## src/rtl/usr_pkg.sv

```systemverilog
// ============================================================================
//  Module      : usr_pkg
//  Description : Opcodes, FSM states and helpers for the universal shift register.
//  Revision    : 1.0
// ============================================================================
`default_nettype none

package usr_pkg;

    typedef enum logic [2:0] {
        USR_NOP   = 3'b000,
        USR_SHR   = 3'b001,
        USR_SHL   = 3'b010,
        USR_LOAD  = 3'b011,
        USR_ROR   = 3'b100,
        USR_ROL   = 3'b101,
        USR_ASR   = 3'b110,
        USR_CLEAR = 3'b111
    } usr_op_e;

    typedef enum logic {
        USR_IDLE  = 1'b0,
        USR_SHIFT = 1'b1
    } usr_state_e;

    function automatic logic is_shift_op(input usr_op_e op);
        return (op == USR_SHR) || (op == USR_SHL) || (op == USR_ROR) ||
               (op == USR_ROL) || (op == USR_ASR);
    endfunction

endpackage : usr_pkg

`default_nettype wire

```

## src/rtl/usr_shift_step.sv

```systemverilog
// ============================================================================
//  Module      : usr_shift_step
//  Description : One single-bit step of any shift/rotate op (combinational).
//  Revision    : 1.0
// ============================================================================
`default_nettype none

module usr_shift_step
    import usr_pkg::*;
#(
    parameter int WIDTH = 8
) (
    input  usr_op_e          op,
    input  logic [WIDTH-1:0] q,
    input  logic             serial_in_r,
    input  logic             serial_in_l,
    output logic [WIDTH-1:0] next_q,
    output logic             out_bit
);

    always_comb begin
        next_q  = q;
        out_bit = 1'b0;
        case (op)
            USR_SHR: begin
                next_q  = {serial_in_r, q[WIDTH-1:1]};
                out_bit = q[0];
            end
            USR_SHL: begin
                next_q  = {q[WIDTH-2:0], serial_in_l};
                out_bit = q[WIDTH-1];
            end
            USR_ROR: begin
                next_q  = {q[0], q[WIDTH-1:1]};
                out_bit = q[0];
            end
            USR_ROL: begin
                next_q  = {q[WIDTH-2:0], q[WIDTH-1]};
                out_bit = q[WIDTH-1];
            end
            USR_ASR: begin
                next_q  = {q[WIDTH-1], q[WIDTH-1:1]};
                out_bit = q[0];
            end
            default: begin
                next_q  = q;
                out_bit = 1'b0;
            end
        endcase
    end

endmodule : usr_shift_step

`default_nettype wire

```

## src/rtl/param_universal_shift_reg.sv

```systemverilog
// ============================================================================
//  Module      : param_universal_shift_reg
//  Description : Universal shift register with command handshake and N-step shifts.
//  Revision    : 1.0
// ============================================================================
`default_nettype none

module param_universal_shift_reg
    import usr_pkg::*;
#(
    parameter int WIDTH     = 8,
    parameter int MAX_COUNT = 15,
    parameter int CNT_W     = $clog2(MAX_COUNT + 1)
) (
    input  logic             clk,
    input  logic             reset_n,
    input  logic             cmd_valid,
    output logic             cmd_ready,
    input  logic [2:0]       cmd_op,
    input  logic [CNT_W-1:0] cmd_count,
    input  logic [WIDTH-1:0] parallel_in,
    input  logic             serial_in_r,
    input  logic             serial_in_l,
    output logic [WIDTH-1:0] q,
    output logic             serial_out,
    output logic             busy,
    output logic             done
);

    usr_state_e       state, state_nxt;
    usr_op_e          op_r, op_nxt;
    logic [CNT_W-1:0] remaining, remaining_nxt;
    logic [WIDTH-1:0] q_nxt;
    logic             serial_out_nxt;
    logic             done_nxt;

    usr_op_e          cmd_op_e;
    usr_op_e          step_op;
    logic [WIDTH-1:0] step_q;
    logic             step_bit;
    logic [CNT_W:0]   count_wide;
    logic [CNT_W-1:0] eff_count;
    logic             accept;

    assign cmd_op_e  = usr_op_e'(cmd_op);
    assign busy      = (state == USR_SHIFT);
    assign cmd_ready = ~busy;
    assign accept    = cmd_valid & cmd_ready;

    // Widened by one bit so the clamp compare stays meaningful for any MAX_COUNT.
    assign count_wide = {1'b0, cmd_count};
    assign eff_count  = (count_wide > (CNT_W+1)'(MAX_COUNT)) ? CNT_W'(MAX_COUNT) : cmd_count;

    // The single step engine serves the accept edge and every SHIFT cycle.
    assign step_op = (state == USR_SHIFT) ? op_r : cmd_op_e;

    usr_shift_step #(
        .WIDTH (WIDTH)
    ) u_step (
        .op          (step_op),
        .q           (q),
        .serial_in_r (serial_in_r),
        .serial_in_l (serial_in_l),
        .next_q      (step_q),
        .out_bit     (step_bit)
    );

    always_comb begin
        state_nxt      = state;
        op_nxt         = op_r;
        remaining_nxt  = remaining;
        q_nxt          = q;
        serial_out_nxt = serial_out;
        done_nxt       = 1'b0;
        if (state == USR_SHIFT) begin
            q_nxt          = step_q;
            serial_out_nxt = step_bit;
            remaining_nxt  = remaining - CNT_W'(1);
            if (remaining == CNT_W'(1)) begin
                state_nxt = USR_IDLE;
                done_nxt  = 1'b1;
            end
        end else if (accept) begin
            op_nxt = cmd_op_e;
            case (cmd_op_e)
                USR_NOP:   q_nxt = q;
                USR_LOAD:  q_nxt = parallel_in;
                USR_CLEAR: q_nxt = '0;
                default: begin
                    if (eff_count != '0) begin
                        q_nxt          = step_q;
                        serial_out_nxt = step_bit;
                    end
                end
            endcase
            if (is_shift_op(cmd_op_e) && (eff_count > CNT_W'(1))) begin
                state_nxt     = USR_SHIFT;
                remaining_nxt = eff_count - CNT_W'(1);
            end else begin
                done_nxt = 1'b1;
            end
        end
    end

    always_ff @(posedge clk or negedge reset_n) begin
        if (!reset_n) begin
            state      <= USR_IDLE;
            op_r       <= USR_NOP;
            remaining  <= '0;
            q          <= '0;
            serial_out <= 1'b0;
            done       <= 1'b0;
        end else begin
            state      <= state_nxt;
            op_r       <= op_nxt;
            remaining  <= remaining_nxt;
            q          <= q_nxt;
            serial_out <= serial_out_nxt;
            done       <= done_nxt;
        end
    end

endmodule : param_universal_shift_reg

`default_nettype wire

```

## config.mk

```make
export PLATFORM = sky130hd
export DESIGN_NAME = param_universal_shift_reg
export DESIGN_NICKNAME = d
export VERILOG_FILES = /design/src/rtl/usr_pkg.sv /design/src/rtl/usr_shift_step.sv /design/src/rtl/param_universal_shift_reg.sv
export SDC_FILE = /design/constraint.sdc
export NUM_CORES = 1
export LEC_CHECK = 0
export CAP_MARGIN = 20
export CORE_AREA = 2 2 59 61
export DETAILED_ROUTE_END_ITERATION = 10
export DIE_AREA = 0 0 61 63
export PLACE_DENSITY_LB_ADDON = 0.25
export SLEW_MARGIN = 5
export SYNTH_ARGS = -nofsm -noshare
export SYNTH_HDL_FRONTEND = slang
export SYNTH_HIERARCHICAL = 1
export SYNTH_SLANG_ARGS = --single-unit
```

## constraint.sdc

```tcl
create_clock -name clk -period 2.8 [get_ports clk]
set_input_delay 0.42 -clock clk [delete_from_list [all_inputs] [get_ports clk]]
set_output_delay 0.42 -clock clk [all_outputs]
set_load 0.01 [all_outputs]
```

==> results.md <==
- The number of instances resized during post-cts repair is 0.
- The final period demand of the worst path is roughly 2.3 ns.
- The startpoint identified for the worst hold timing path is op_r[0].
- Across all register-to-register paths, the minimum setup slack is approximately 0.52 ns.
- On the final layout, the worst clock skew is around 0.013 ns.
- The final routed wire length divided by cell count is 14.4 um.
- The cell type with the largest total area after synthesis is dfrtp_1.
- Counting distinct cell types in the post-synthesis netlist gives 36.
- The cell with the largest stage delay on the worst path is dfrtp_1.
- At the pin with the least slew margin, the transition time is 0.842 ns.
- The site row count is 21.
- The pre-CTS setup slack is roughly 0.33 ns.
- For this design, the CTS-stage hold fixing added 0 buffers.
- The number of slew-limit violations in the final report came to 0.
- The height of the die is 63 um.
- The total grt overflow is 0.
- The worst setup path is captured at a flop.
- The multi-input combinational cells in the finished layout cover a total of 970 um^2.
- The filler cell count is 286.
- The root buffer cell is clkbuf_4.
- Setup repair after global routing left no endpoint under its margin.
- The arrival time of data at the critical path endpoint is 2.47 ns.
- The leakage power is roughly 0.77 nW.
- Static timing analysis puts the maximum clock frequency at 438 MHz.
- Registers take between 400 and 500 um^2.
- The CTS tree is yes.
- The maximum fanout count along the critical path is 25.
- In this run the remaining antenna-violating nets after routing total 0.
- Buffers inserted during clock tree synthesis total 3.
- Setup violations remaining at the end of the flow were counted as 0.
- Summing all placed instances gives a cell area of between 0.0015 and 0.002 mm^2.
- The number of synthesis warnings is 6.
- The critical path is of the reg -> reg type.
- The total global-route track usage is 19.7%.
- The capture point of the worst reg-to-reg path is q[0].
- The post-layout net count is 219.
- The number of global-route vias before repair is 1213.
- The area growth from synthesis to layout is 20.4%.
- The number of I/O pins is 32.
- The number of design rule violations left after detail routing is 0.
- The final critical path takes up approximately 80% of the cycle.
- Walking the worst path, the cells encountered are mux2_2 -> or4b_1 -> o21ai_1 -> nor4_1 -> a21oi_1 -> mux2i_1.
- The number of nets handed over by synthesis was 193.
- The die width is 61 um.
- The number of buffers inserted by port buffering is 31.
- The count of placed standard cells in the final layout, fillers left out is around 240.
- The number of endpoints with negative hold slack in the final report is 0.
- The core outline area is between 0.003 and 0.004 mm^2.
- The number of antenna diodes in the final layout is 0.
- The mean post-synth cell area is 9.17 um^2.
- The sequential fraction of the synthesis area is 29.1%.
- The summed instance area of the synthesized netlist is 0.00155 mm^2.
- The final estimated routing congestion in global placement is 0.787.
- In this run, synthesis produced a sequential element count of 18.
- The tree built by TritonCTS fans out to 18 sinks.
- The class of the most critical hold timing path is reg -> reg.
- The biggest cell delay along the critical path is 0.64 ns.
- In this run the number of H-tree levels came out at 1.
- The final critical-path setup slack is between 0.5 and 0.6 ns.
- The global-route wire length before repair is 5810 um.
- The finished cells cover 0.00187 mm^2.
- By area the synthesized netlist is led by dfrtp_1, mux2i_1, mux2_2, a21oi_1, o221a_2.
- The cell depth of the worst hold path is 1.
- For this configuration, the core starts out at a cell density of between 40 and 50%.
- The pre-antenna-repair detailed-routing pass consisted of 4 iterations.
- The total vias in the final route is 1320.
- The reported max-cap violation count is 0.
- The share of synthesized area in the top cell type comes to 29.1%.
- The final design utilization is a little under 60%.
- The latest clock arrival within the worst-skew pair is about 0.30 ns.
- The initial antenna violation count is 0.
- The power consumption is slightly above 2 mW.
- For this block, the routed nets add up to 3450 um of wire.
- For the worst setup path, the data required time is 2.99 ns.
- After detailed placement, the design holds a cell count of 236.
- For the final routed database, the setup TNS stands at 0 ns.
- The number of cells on the worst reg-to-reg path is 6.
- For hold timing, the worst endpoint is op_r[0].
- Across the VDD grid, the largest voltage drop is ~0.71 mV.
- Summed over all nets, the half-perimeter wirelength after detailed placement is 2460 um.
- After technology mapping, the gate count stands at around 170.
- The clock transition at the registers of the reported paths is about 0.11 ns.
- The worst pin sits at a relative slew slack of 43.7%.
- In this run the power density over the cells is 1080 mW/mm^2.
- On the final layout, the worst hold slack is slightly above 0.5 ns.
- The run finished with clean final reports.
- The launching point of the worst reg2reg path is busy.
- The clock passes through at most 2 buffers.
- The largest net degree at the start of global routing is 28.
- The number of DRC violations after detailed-routing iteration 0 is between 40 and 50.
- Of the cells placed in the final design, the portion with a size suffix greater than 1 is 13.0%.
- The launching element type of the critical path is a flop.
- The total die area is between 0.003 and 0.004 mm^2.
- Dividing the detail-routed via count by the number of cells gives 5.52.
- The post-CTS setup buffer count is 0.
-- registers in the layout, indices dropped and copies added, names as in the netlist --
register	flops
q	8
serial_out	1
op_r	3
busy	1
done	1
remaining	4
-- critical path: cells and delay by family, from the launching register on --
family | cells | cell delay (ns)
AND/OR/NAND/NOR | 2 | 0.64
multiplexers | 2 | 0.69
flip-flops | 1 | 0.64
AO/OA/AOI/OAI | 2 | 0.21
-- Yosys cell counts (all sizes together) --
| master | number |
|---|---|
| nand3b | 1 |
| o22ai | 2 |
| inv | 13 |
| a21oi | 14 |
| o221a | 6 |
| mux2 | 8 |
| or2 | 1 |
| nor3 | 9 |
| xor2 | 4 |
| nor2b | 9 |
| o21ai | 10 |
| a21boi | 1 |
| ha | 4 |
| or4b | 1 |
| clkbuf | 4 |
| nand2 | 8 |
| nand3 | 1 |
| a211oi | 3 |
| a22oi | 1 |
| buf | 7 |
| o211ai | 1 |
| nor2 | 5 |
| nor3b | 8 |
| a2111oi | 1 |
| or3 | 1 |
| nand2b | 2 |
| a31oi | 2 |
| nor4 | 2 |
| dfrtp | 18 |
| mux2i | 21 |
| o211a | 1 |
-- cell usage in the layout, fill, tap and decap left out, types with 2 or more instances in the layout --
cell type        Yosys  layout
nand2_1              8       8
nor2_1               4       4
mux2_2               8       8
o21ai_0              9       9
mux2i_1             21      21
nor4_1               2       2
o221a_2              6       6
ha_1                 4       4
inv_1               13      13
nor3_2               2       2
o22ai_1              2       2
a21oi_1             14      14
clkdlybuf4s50_1      0      31
nor2b_1              9       9
nand2b_1             2       2
nor3_1               7       7
a211oi_1             3       3
clkbuf_4             0       3
nor3b_1              8       8
dfrtp_1             18      18
xor2_1               4       4
-- routing by layer --
layer / part of all wire, % / vias to the layer above / wire, um / track usage (%)
met5: 0 / - / 0 / 0
met1: 48 / 615 / 1660 / 28.8
li1: - / 665 / - / -
met2: 46 / 36 / 1580 / 29.7
met3: 4.6 / 4 / 157 / 2.90
met4: 1.4 / 0 / 48 / 5.71
-- worst max-delay path by stage --
stage	start	slack, ns	end	depth (start not counted)
after floorplan	busy	0.60	q[0]	8
after global placement	cmd_op[0]	0.39	q[0]	7
after detailed placement	cmd_op[0]	0.33	q[0]	7
after CTS	busy	0.51	q[0]	6
after global routing	busy	0.30	q[7]	6
final	busy	0.52	q[0]	6
-- kinds of logic after synthesis --
family,synth area share [%]
buffers and inverters,8.39
AND/OR/NAND/NOR,18.6
XOR/XNOR,2.26
adder cells (fa/ha/maj),3.23
AO/OA/AOI/OAI,19.1
multiplexers,19.4
flip-flops,29.1
-- power by group --
| part | internal, mW | switching, mW |
|---|---|---|
| registers | 0.396 | 0.199 |
| logic | 0.682 | 0.614 |
| clock network | 0.0502 | 0.0830 |
| total | 1.13 | 0.896 |
-- final cells by class --
| type | instances | area share, % |
|---|---|---|
| clock buffers | 3 | 1.21 |
| multi-input cells | 127 | 51.9 |
| repair buffers | 32 | 17.0 |
| well taps | 46 | 3.08 |
| inverters | 13 | 2.61 |
| flip-flops and latches | 18 | 24.1 |
(Power assumes the default switching activity.)
